$ cat config.mk
export PLATFORM = sky130hd
export DESIGN_NAME = lt24_pixel_responder
export DESIGN_NICKNAME = d
export VERILOG_FILES = /design/src/rtl/lt24_pkg.sv /design/src/rtl/lt24_init_rom.sv /design/src/rtl/lt24_pixel_responder.sv
export SDC_FILE = /design/constraint.sdc
export NUM_CORES = 1
export LEC_CHECK = 0
export ABC_AREA = 1
export ABC_CLOCK_PERIOD_IN_PS = 3400
export CAP_MARGIN = 20
export CORE_MARGIN = 3
export CORE_UTILIZATION = 55
export CTS_BUF_LIST = sky130_fd_sc_hd__clkbuf_8
export DETAILED_ROUTE_END_ITERATION = 16
export PLACE_DENSITY_LB_ADDON = 0.05
export REMOVE_ABC_BUFFERS = 1
export SLEW_MARGIN = 10
export SYNTH_ARGS = -nofsm -noshare
export SYNTH_HDL_FRONTEND = slang
export SYNTH_SLANG_ARGS = --single-unit
$ cat constraint.sdc
create_clock -name clock -period 3.4 [get_ports clock]
set_input_delay 0.68 -clock clock [delete_from_list [all_inputs] [get_ports clock]]
set_output_delay 0.68 -clock clock [all_outputs]
set_load 0.02 [all_outputs]
$ cat src/rtl/lt24_pkg.sv
// Shared ILI9341 opcodes, pixel-interface state encoding and bus-word helpers
// for the LT24 pixel responder.
package lt24_pkg;

  localparam logic [7:0] CMD_SLEEP_OUT  = 8'h11;
  localparam logic [7:0] CMD_DISPLAY_ON = 8'h29;
  localparam logic [7:0] CMD_COL_ADDR   = 8'h2A;
  localparam logic [7:0] CMD_PAGE_ADDR  = 8'h2B;
  localparam logic [7:0] CMD_MEM_WRITE  = 8'h2C;
  localparam logic [7:0] CMD_PIXEL_FMT  = 8'h3A;
  localparam logic [7:0] PIXFMT_RGB565  = 8'h55;

  localparam logic [15:0] RGB_BLACK = 16'h0000;
  localparam logic [15:0] RGB_RED   = 16'hF800;
  localparam logic [15:0] RGB_GREEN = 16'h07E0;
  localparam logic [15:0] RGB_BLUE  = 16'h001F;
  localparam logic [15:0] RGB_WHITE = 16'hFFFF;

  localparam logic [3:0] INIT_LAST = 4'd13;
  localparam logic [3:0] ADDR_LAST = 4'd10;

  typedef enum logic [2:0] {
    ST_RST_LOW,
    ST_RST_WAIT,
    ST_INIT_WR,
    ST_SLEEP_WAIT,
    ST_IDLE,
    ST_ADDR_SEQ,
    ST_DATA_WR
  } state_t;

  // {rs, byte} entry of the per-pixel address window sequence
  function automatic logic [8:0] addr_word(input logic [3:0] idx, input logic [7:0] x,
                                           input logic [8:0] y);
    case (idx)
      4'd0:    return {1'b0, CMD_COL_ADDR};
      4'd1:    return {1'b1, 8'h00};
      4'd2:    return {1'b1, x};
      4'd3:    return {1'b1, 8'h00};
      4'd4:    return {1'b1, 8'hEF};
      4'd5:    return {1'b0, CMD_PAGE_ADDR};
      4'd6:    return {1'b1, 7'h00, y[8]};
      4'd7:    return {1'b1, y[7:0]};
      4'd8:    return {1'b1, 8'h01};
      4'd9:    return {1'b1, 8'h3F};
      4'd10:   return {1'b0, CMD_MEM_WRITE};
      default: return {1'b1, 8'h00};
    endcase
  endfunction

  // widen a {rs, byte} entry to the {rs, 16-bit data} bus word
  function automatic logic [16:0] bus_word(input logic [8:0] entry);
    return {entry[8], 8'h00, entry[7:0]};
  endfunction

endpackage

$ cat src/rtl/lt24_init_rom.sv
// Power-up command list for the ILI9341: index in, {rs, byte} out.
module lt24_init_rom
  import lt24_pkg::*;
(
  input  logic [3:0] index,
  output logic [8:0] entry
);

  // fixed power-up list: sleep out, pixel format, full-screen window, display on
  always_comb begin
    case (index)
      4'd0:    entry = {1'b0, CMD_SLEEP_OUT};
      4'd1:    entry = {1'b0, CMD_PIXEL_FMT};
      4'd2:    entry = {1'b1, PIXFMT_RGB565};
      4'd3:    entry = {1'b0, CMD_COL_ADDR};
      4'd4:    entry = {1'b1, 8'h00};
      4'd5:    entry = {1'b1, 8'h00};
      4'd6:    entry = {1'b1, 8'h00};
      4'd7:    entry = {1'b1, 8'hEF};
      4'd8:    entry = {1'b0, CMD_PAGE_ADDR};
      4'd9:    entry = {1'b1, 8'h00};
      4'd10:   entry = {1'b1, 8'h00};
      4'd11:   entry = {1'b1, 8'h01};
      4'd12:   entry = {1'b1, 8'h3F};
      4'd13:   entry = {1'b0, CMD_DISPLAY_ON};
      default: entry = {1'b0, 8'h00};
    endcase
  end

endmodule

$ cat src/rtl/lt24_pixel_responder.sv
// LT24 pixel-write responder: panel power-up, then pixel writes as ILI9341
// 8080 bus cycles, skipping the address window for raster-sequential pixels.
module lt24_pixel_responder
  import lt24_pkg::*;
#(
  parameter int WIDTH          = 240,
  parameter int HEIGHT         = 320,
  parameter int WR_LOW_CYCLES  = 2,
  parameter int WR_HIGH_CYCLES = 2,
  parameter int RESET_CYCLES   = 500000,
  parameter int SLEEP_CYCLES   = 6000000
) (
  input  logic        clock,
  input  logic        resetApp,
  input  logic [7:0]  xAddr,
  input  logic [8:0]  yAddr,
  input  logic [15:0] pixelData,
  input  logic        pixelWrite,
  output logic        pixelReady,
  output logic        initDone,
  output logic        LT24Wr_n,
  output logic        LT24Rd_n,
  output logic        LT24CS_n,
  output logic        LT24RS,
  output logic        LT24Reset_n,
  output logic        LT24LCDOn,
  output logic [15:0] LT24Data
);

  localparam int MAX_WAIT  = (RESET_CYCLES > SLEEP_CYCLES) ? RESET_CYCLES : SLEEP_CYCLES;
  localparam int CNT_W     = (MAX_WAIT > 1) ? $clog2(MAX_WAIT) : 1;
  localparam int WR_CYCLES = WR_LOW_CYCLES + WR_HIGH_CYCLES;
  localparam int PH_W      = (WR_CYCLES > 1) ? $clog2(WR_CYCLES) : 1;

  localparam logic [CNT_W-1:0] RST_LAST   = CNT_W'(RESET_CYCLES - 1);
  localparam logic [CNT_W-1:0] SLEEP_LAST = CNT_W'(SLEEP_CYCLES - 1);
  localparam logic [PH_W-1:0]  PH_LAST    = PH_W'(WR_CYCLES - 1);
  localparam logic [PH_W-1:0]  PH_RISE    = PH_W'(WR_LOW_CYCLES - 1);

  state_t            state_r, state_s;
  logic [CNT_W-1:0]  cnt_r, cnt_s;
  logic [PH_W-1:0]   phase_r, phase_s, phase_next_s;
  logic [3:0]        idx_r, idx_s, rom_index_s;
  logic [8:0]        rom_entry_s;
  logic [7:0]        x_r, x_s, last_x_r, last_x_s;
  logic [8:0]        y_r, y_s, last_y_r, last_y_s;
  logic [15:0]       pix_r, pix_s;
  logic              last_valid_r, last_valid_s;
  logic              wrn_r, wrn_s, wrn_next_s, csn_r, csn_s, rs_r, rs_s;
  logic [15:0]       data_r, data_s;
  logic              rstn_r, rstn_s, lcd_on_r, lcd_on_s;
  logic              ready_r, ready_s, init_done_r, init_done_s;
  logic              write_end_s, in_range_s, seq_s, load_s;
  logic [16:0]       word_s;

  lt24_init_rom u_init_rom (
    .index (rom_index_s),
    .entry (rom_entry_s)
  );

  // ROM looks ahead one entry while a power-up write is on the bus
  always_comb begin
    rom_index_s = (state_r == ST_INIT_WR) ? (idx_r + 4'd1) : idx_r;
  end

  // write-phase timing and the raster-order test for the offered pixel
  always_comb begin
    write_end_s  = (phase_r == PH_LAST);
    phase_next_s = phase_r + 1'b1;
    wrn_next_s   = (phase_r == PH_RISE) ? 1'b1 : wrn_r;
    in_range_s   = ({1'b0, xAddr} < 9'(WIDTH)) && (yAddr < 9'(HEIGHT));
    seq_s = last_valid_r &&
            ((({1'b0, xAddr} == ({1'b0, last_x_r} + 9'd1)) && (yAddr == last_y_r)) ||
             ((last_x_r == 8'(WIDTH - 1)) && (xAddr == 8'd0) &&
              ({1'b0, yAddr} == ({1'b0, last_y_r} + 10'd1))) ||
             ((last_x_r == 8'(WIDTH - 1)) && (last_y_r == 9'(HEIGHT - 1)) &&
              (xAddr == 8'd0) && (yAddr == 9'd0)));
  end

  // next-state and next-output logic
  always_comb begin
    state_s = state_r;  cnt_s = cnt_r;  phase_s = phase_r;  idx_s = idx_r;
    x_s = x_r;  y_s = y_r;  pix_s = pix_r;
    last_x_s = last_x_r;  last_y_s = last_y_r;  last_valid_s = last_valid_r;
    wrn_s = wrn_r;  csn_s = csn_r;  rs_s = rs_r;  data_s = data_r;
    rstn_s = rstn_r;  lcd_on_s = lcd_on_r;  ready_s = ready_r;  init_done_s = init_done_r;
    load_s = 1'b0;
    word_s = 17'h00000;

    case (state_r)
      ST_RST_LOW: begin
        if (cnt_r == RST_LAST) begin
          rstn_s  = 1'b1;
          cnt_s   = '0;
          state_s = ST_RST_WAIT;
        end else begin
          cnt_s = cnt_r + 1'b1;
        end
      end
      ST_RST_WAIT: begin
        if (cnt_r == RST_LAST) begin
          cnt_s   = '0;
          state_s = ST_INIT_WR;
          load_s  = 1'b1;
          word_s  = bus_word(rom_entry_s);
        end else begin
          cnt_s = cnt_r + 1'b1;
        end
      end
      ST_SLEEP_WAIT: begin
        if (cnt_r == SLEEP_LAST) begin
          cnt_s   = '0;
          state_s = ST_INIT_WR;
          load_s  = 1'b1;
          word_s  = bus_word(rom_entry_s);
        end else begin
          cnt_s = cnt_r + 1'b1;
        end
      end
      ST_INIT_WR: begin
        if (!write_end_s) begin
          phase_s = phase_next_s;
          wrn_s   = wrn_next_s;
        end else if (idx_r == 4'd0) begin
          // Sleep Out needs its long settling gap with the bus released
          state_s = ST_SLEEP_WAIT;
          cnt_s   = '0;
          idx_s   = 4'd1;
          csn_s   = 1'b1;
        end else if (idx_r == INIT_LAST) begin
          state_s     = ST_IDLE;
          csn_s       = 1'b1;
          lcd_on_s    = 1'b1;
          init_done_s = 1'b1;
          ready_s     = 1'b1;
        end else begin
          idx_s  = idx_r + 4'd1;
          load_s = 1'b1;
          word_s = bus_word(rom_entry_s);
        end
      end
      ST_IDLE: begin
        if (!ready_r) begin
          ready_s = 1'b1;
        end else if (!pixelWrite) begin
          ready_s = 1'b1;
        end else begin
          ready_s = 1'b0;
          if (!in_range_s) begin
            state_s = ST_IDLE;
          end else begin
            x_s    = xAddr;
            y_s    = yAddr;
            pix_s  = pixelData;
            load_s = 1'b1;
            if (seq_s) begin
              state_s = ST_DATA_WR;
              word_s  = {1'b1, pixelData};
            end else begin
              state_s = ST_ADDR_SEQ;
              idx_s   = 4'd0;
              word_s  = bus_word(addr_word(4'd0, xAddr, yAddr));
            end
          end
        end
      end
      ST_ADDR_SEQ: begin
        if (!write_end_s) begin
          phase_s = phase_next_s;
          wrn_s   = wrn_next_s;
        end else if (idx_r == ADDR_LAST) begin
          state_s = ST_DATA_WR;
          load_s  = 1'b1;
          word_s  = {1'b1, pix_r};
        end else begin
          idx_s  = idx_r + 4'd1;
          load_s = 1'b1;
          word_s = bus_word(addr_word(idx_r + 4'd1, x_r, y_r));
        end
      end
      ST_DATA_WR: begin
        if (!write_end_s) begin
          phase_s = phase_next_s;
          wrn_s   = wrn_next_s;
        end else begin
          state_s      = ST_IDLE;
          csn_s        = 1'b1;
          ready_s      = 1'b1;
          last_x_s     = x_r;
          last_y_s     = y_r;
          last_valid_s = 1'b1;
        end
      end
      default: begin
        state_s = ST_RST_LOW;
        cnt_s   = '0;
      end
    endcase

    if (load_s) begin
      csn_s   = 1'b0;
      wrn_s   = 1'b0;
      phase_s = '0;
      rs_s    = word_s[16];
      data_s  = word_s[15:0];
    end else begin
      rs_s = rs_s;
    end
  end

  // state and registered panel/requester outputs
  always_ff @(posedge clock or posedge resetApp) begin
    if (resetApp) begin
      state_r <= ST_RST_LOW;  cnt_r <= '0;  phase_r <= '0;  idx_r <= 4'd0;
      x_r <= 8'd0;  y_r <= 9'd0;  pix_r <= 16'h0000;
      last_x_r <= 8'd0;  last_y_r <= 9'd0;  last_valid_r <= 1'b0;
      wrn_r <= 1'b1;  csn_r <= 1'b1;  rs_r <= 1'b1;  data_r <= 16'h0000;
      rstn_r <= 1'b0;  lcd_on_r <= 1'b0;  ready_r <= 1'b0;  init_done_r <= 1'b0;
    end else begin
      state_r <= state_s;  cnt_r <= cnt_s;  phase_r <= phase_s;  idx_r <= idx_s;
      x_r <= x_s;  y_r <= y_s;  pix_r <= pix_s;
      last_x_r <= last_x_s;  last_y_r <= last_y_s;  last_valid_r <= last_valid_s;
      wrn_r <= wrn_s;  csn_r <= csn_s;  rs_r <= rs_s;  data_r <= data_s;
      rstn_r <= rstn_s;  lcd_on_r <= lcd_on_s;  ready_r <= ready_s;  init_done_r <= init_done_s;
    end
  end

  assign pixelReady  = ready_r;
  assign initDone    = init_done_r;
  assign LT24Wr_n    = wrn_r;
  assign LT24Rd_n    = 1'b1;
  assign LT24CS_n    = csn_r;
  assign LT24RS      = rs_r;
  assign LT24Reset_n = rstn_r;
  assign LT24LCDOn   = lcd_on_r;
  assign LT24Data    = data_r;

endmodule

==> parameters.txt <==
Parameter                              Value

Worst hold path
  Hold Path Cell Cnt    2
  Launch instance of the worst min-delay path    LT24Wr_n$_DFFE_PP1P_
  Hold EP    LT24Wr_n$_DFFE_PP1P_
  Worst hold path class    reg -> reg

Layout
  Ant. Diodes    0
  Area Overhead vs Synth    13.2%
  Finished Core Util    64.5%
  Fillers    1,133
  Fraction of final layout cells with drive strength greater than 1    7.18%
  Final nets    1,105

Synthesis
  Total of warnings raised by yosys    0
  Post-Syn Instances    999
  Synth Area per Inst    6.97 µm²
  Proportion of register bits with asynchronous set or reset after synthesis    100%
  Leading register cell type out of synthesis    dfrtp_1
  Netlist Area Pre-Place    0.00696 mm²
  Sequential element share of the synthesized area    37.8%
  Post-synth EDFFs    0
  Count of cell types in the netlist    53
  Number of register bits inferred by synthesis    105

Die
  I/O pin count    60
  Die area    0.0140 mm²
  Die span in y    118 µm
  CORE AREA    0.0122 mm²
  Horizontal die dimension    118 µm
  Number of placement rows    40
  Initial Util    57.0%

Setup path
  Critical Path AT    2.95 ns
  Crit-path slowest cell    clkdlybuf4s50_1
  R2R depth    15
  CP Capture Type    flop
  Startpoint of the worst register-to-register path    state_r[2]$_DFFE_PP0P_
  Biggest fanout along the worst timing path    8
  Worst setup path category    in -> reg
  RR Endpoint    LT24Data[2]$_DFFE_PP0P_
  CP cell instances    clkdlybuf4s50_1 > nor2_1 > o21ai_0 > nor2_2 > nor2_2 > nand3_1 > nor2_2 > buf_4 > a21oi_1 > a21oi_1
  Highest cell delay on the worst timing path    0.58 ns
  Cell family with the largest share of critical-path delay    buffers and inverters
  Data required time at the worst endpoint    3.71 ns
  Sum of buffers and inverters on the critical path    2
  Minimum setup slack among reg-to-reg paths    0.91 ns
  Dominant cell type by count on the critical path    nor2_2
  Setup crit start kind    input port

Clocking
  Maximum buffer depth of the clock tree    2
  Htree depth    3
  Post-CTS setup buffer count    0
  Number of clock buffers inserted by TritonCTS    9
  Total of hold buffers inserted after clock tree synthesis    0
  Clock tree from TritonCTS    built
  Cell chosen for the clock root    clkbuf_8
  Quantity of gates resized following cts    0
  CTS clk-pin slew, worst paths    0.10 ns
  Clk_lat worst skew    0.38 ns
  CTS sink cnt    105

Global route
  Global-route wire length before repair    30,000 µm
  Overall track demand over capacity in global routing    25.8%
  Total gr overflow    0
  Pin count of the biggest net entering global routing    67
  Via count of the first global-routing pass    6,300
  Antenna violations before repair    0

Routing
  DR iter-0 viols    535
  Drt wl/cell    14.1 µm
  Via density per instance    5.29
  Number of vias after detailed routing    6,491
  Number of remaining DRC errors    0
  Detailed-router iteration count before antenna repair    5
  Post-detailed-route count of antenna-violating nets    0
  DRT Wirelength    17,300 µm

Placed design
  Post-placement worst setup slack    0.382 ns
  Weighted congestion reported at the end of routability-driven placement    0.974
  DP Wirelength    13,100 µm
  # port buffers    58

Power
  Leakage component of the power    3.83 nW
  Worst supply voltage drop on vdd    386 µV
  Power density relative to cell area    738 mW/mm²

Status
  Outcome    finished, final reports clean

STA
  Setup repair after global routing missed its margin    false
  Layout Skew    0.0159 ns
  Final number of setup-violating endpoints    0
  Fmax achieved    0.379 GHz
  Hold Vio Cnt, Final    0
  Fraction of the cycle the final worst path needs    77.7%
  Actual transition at the worst max-transition pin    0.937 ns
  Minimum clock period after layout    2.64 ns
  Normalized max-slew margin    37.4%
  Number of slew-limit violations in the final report    0
  Setup slack of the critical path after layout    0.758 ns

Job
  Number of max-capacitance violations reported    0
==> how the worst max path moves through the flow <==
stage / startpoint / end / slack, ns / cells past startpoint
2_1_floorplan: resetApp / LT24Data[0]$_DFFE_PP0P_ / -0.04 / 1
3_3_place_gp: yAddr[7] / LT24Data[9]$_DFFE_PP0P_ / 0.39 / 10
3_5_place_dp: yAddr[7] / LT24Data[10]$_DFFE_PP0P_ / 0.38 / 10
4_1_cts: yAddr[7] / LT24Data[12]$_DFFE_PP0P_ / 0.77 / 10
5_1_grt: yAddr[7] / LT24Data[9]$_DFFE_PP0P_ / 0.53 / 10
6_report: yAddr[7] / LT24Data[12]$_DFFE_PP0P_ / 0.76 / 10
==> worst register-to-register path: stages, from the launching register on <==
cell     delay (ns)
dfrtp_1        0.45
inv_2          0.14
nand3_2        0.27
xor2_1         0.46
inv_1          0.13
ha_1           0.22
inv_1          0.07
nand2_1        0.06
o21ai_0        0.11
nand2_1        0.09
nand3_1        0.08
nand2_1        0.06
inv_1          0.07
nand3_1        0.08
nand2_1        0.07
inv_1          0.03
==> per-layer routing <==
layer	vias up	track usage, %	share of wire (%)
met2	141	41.2	46
met1	3013	37.1	49
li1	3314	-	-
met3	23	3.06	3.8
met5	-	0	0
met4	0	7.82	1.9
==> state kept, by name (all words and copies together) (netlist names) <==
signal and flops:
LT24Data 16, pix_r 16, LT24Wr_n 1, last_y_r 9, x_r 8, cnt_r 23, pixelReady 1, LT24CS_n 1
idx_r 4, state_r 3, last_x_r 8, initDone 1, phase_r 2, LT24Reset_n 1, y_r 9, last_valid_r 1
LT24RS 1
==> cells in the final DEF (no fill, tap or decap), types with 9 or more instances in the layout <==
cell type        Yosys  final
inv_1              123    124
clkbuf_8             0      9
nor2_2              10     10
o21ai_0             40     40
nand4_1             32     32
ha_1                16     16
clkdlybuf4s50_1      0     58
dfrtp_1            102    102
nand2_1            293    293
nor2_1             121    121
xnor2_1             10     10
nand3_1             74     74
a21oi_1             46     46
nor3_1              24     24
==> cell type report <==
class | count | area, µm² | area share (%)
flip-flops and latches | 105 | 2630 | 33.4
multi-input cells | 737 | 3680 | 46.7
repair buffers | 67 | 661 | 8.38
clock buffers | 9 | 124 | 1.57
inverters | 133 | 504 | 6.40
well taps | 168 | 210 | 2.67
clock inverters | 7 | 71.3 | 0.905
==> kinds of logic after synthesis <==
kind of cell | after synthesis | share of synthesized area (%)
multiplexers | 5 | 0.809
AO/OA/AOI/OAI | 114 | 9.38
buffers and inverters | 157 | 9.35
XOR/XNOR | 19 | 2.93
AND/OR/NAND/NOR | 582 | 36.8
other | 1 | 0.0539
adder cells (fa/ha/maj) | 16 | 2.88
flip-flops | 105 | 37.8
==> synth_stat cells (4+ instances only) <==
| cell type | number | share of area [%] |
|---|---|---|
| nand2_1 | 293 | 16 |
| inv_1 | 123 | 6.6 |
| nor2_1 | 121 | 6.5 |
| dfrtp_1 | 102 | 37 |
| nand3_1 | 74 | 5.3 |
| a21oi_1 | 46 | 3.3 |
| o21ai_0 | 40 | 2.9 |
| nand4_1 | 32 | 2.9 |
| nor3_1 | 24 | 1.7 |
| ha_1 | 16 | 2.9 |
| nor2_2 | 10 | 0.90 |
| xnor2_1 | 10 | 1.3 |
| clkbuf_1 | 8 | 0.43 |
| inv_2 | 8 | 0.43 |
| o21ai_1 | 7 | 0.50 |
| xor2_1 | 7 | 0.88 |
| buf_4 | 6 | 0.65 |
| buf_2 | 5 | 0.36 |
| mux2_2 | 5 | 0.81 |
| nand3b_1 | 5 | 0.54 |
| o22ai_1 | 5 | 0.45 |
| buf_6 | 4 | 0.65 |
| nand3_2 | 4 | 0.58 |
==> power breakdown <==
part / total (W) / switching (W) / internal (W) / leakage, nW
clock: 0.000785 / 0.000443 / 0.000342 / 0.103
sequential: 0.00218 / 0.000460 / 0.00172 / 1.34
combinational: 0.00286 / 0.00177 / 0.00108 / 2.39
total: 0.00582 / 0.00268 / 0.00314 / 3.83
==> through the flow <==
step	power, W	TNS [ns]	instances	hold slack (ns)	cell area (µm²)
detailed placement	0.00503	0	1210	0.460	7680
global route	0.00637	0	1226	0.500	7880
global placement	0.00498	0	1210	0.455	7680
CTS	0.00583	0	1226	0.481	7880
finish	0.00582	0	1226	0.476	7880
floorplan	0.00412	-3.63	975	0.442	6810
Note: power is estimated with default switching activity, not from simulation.
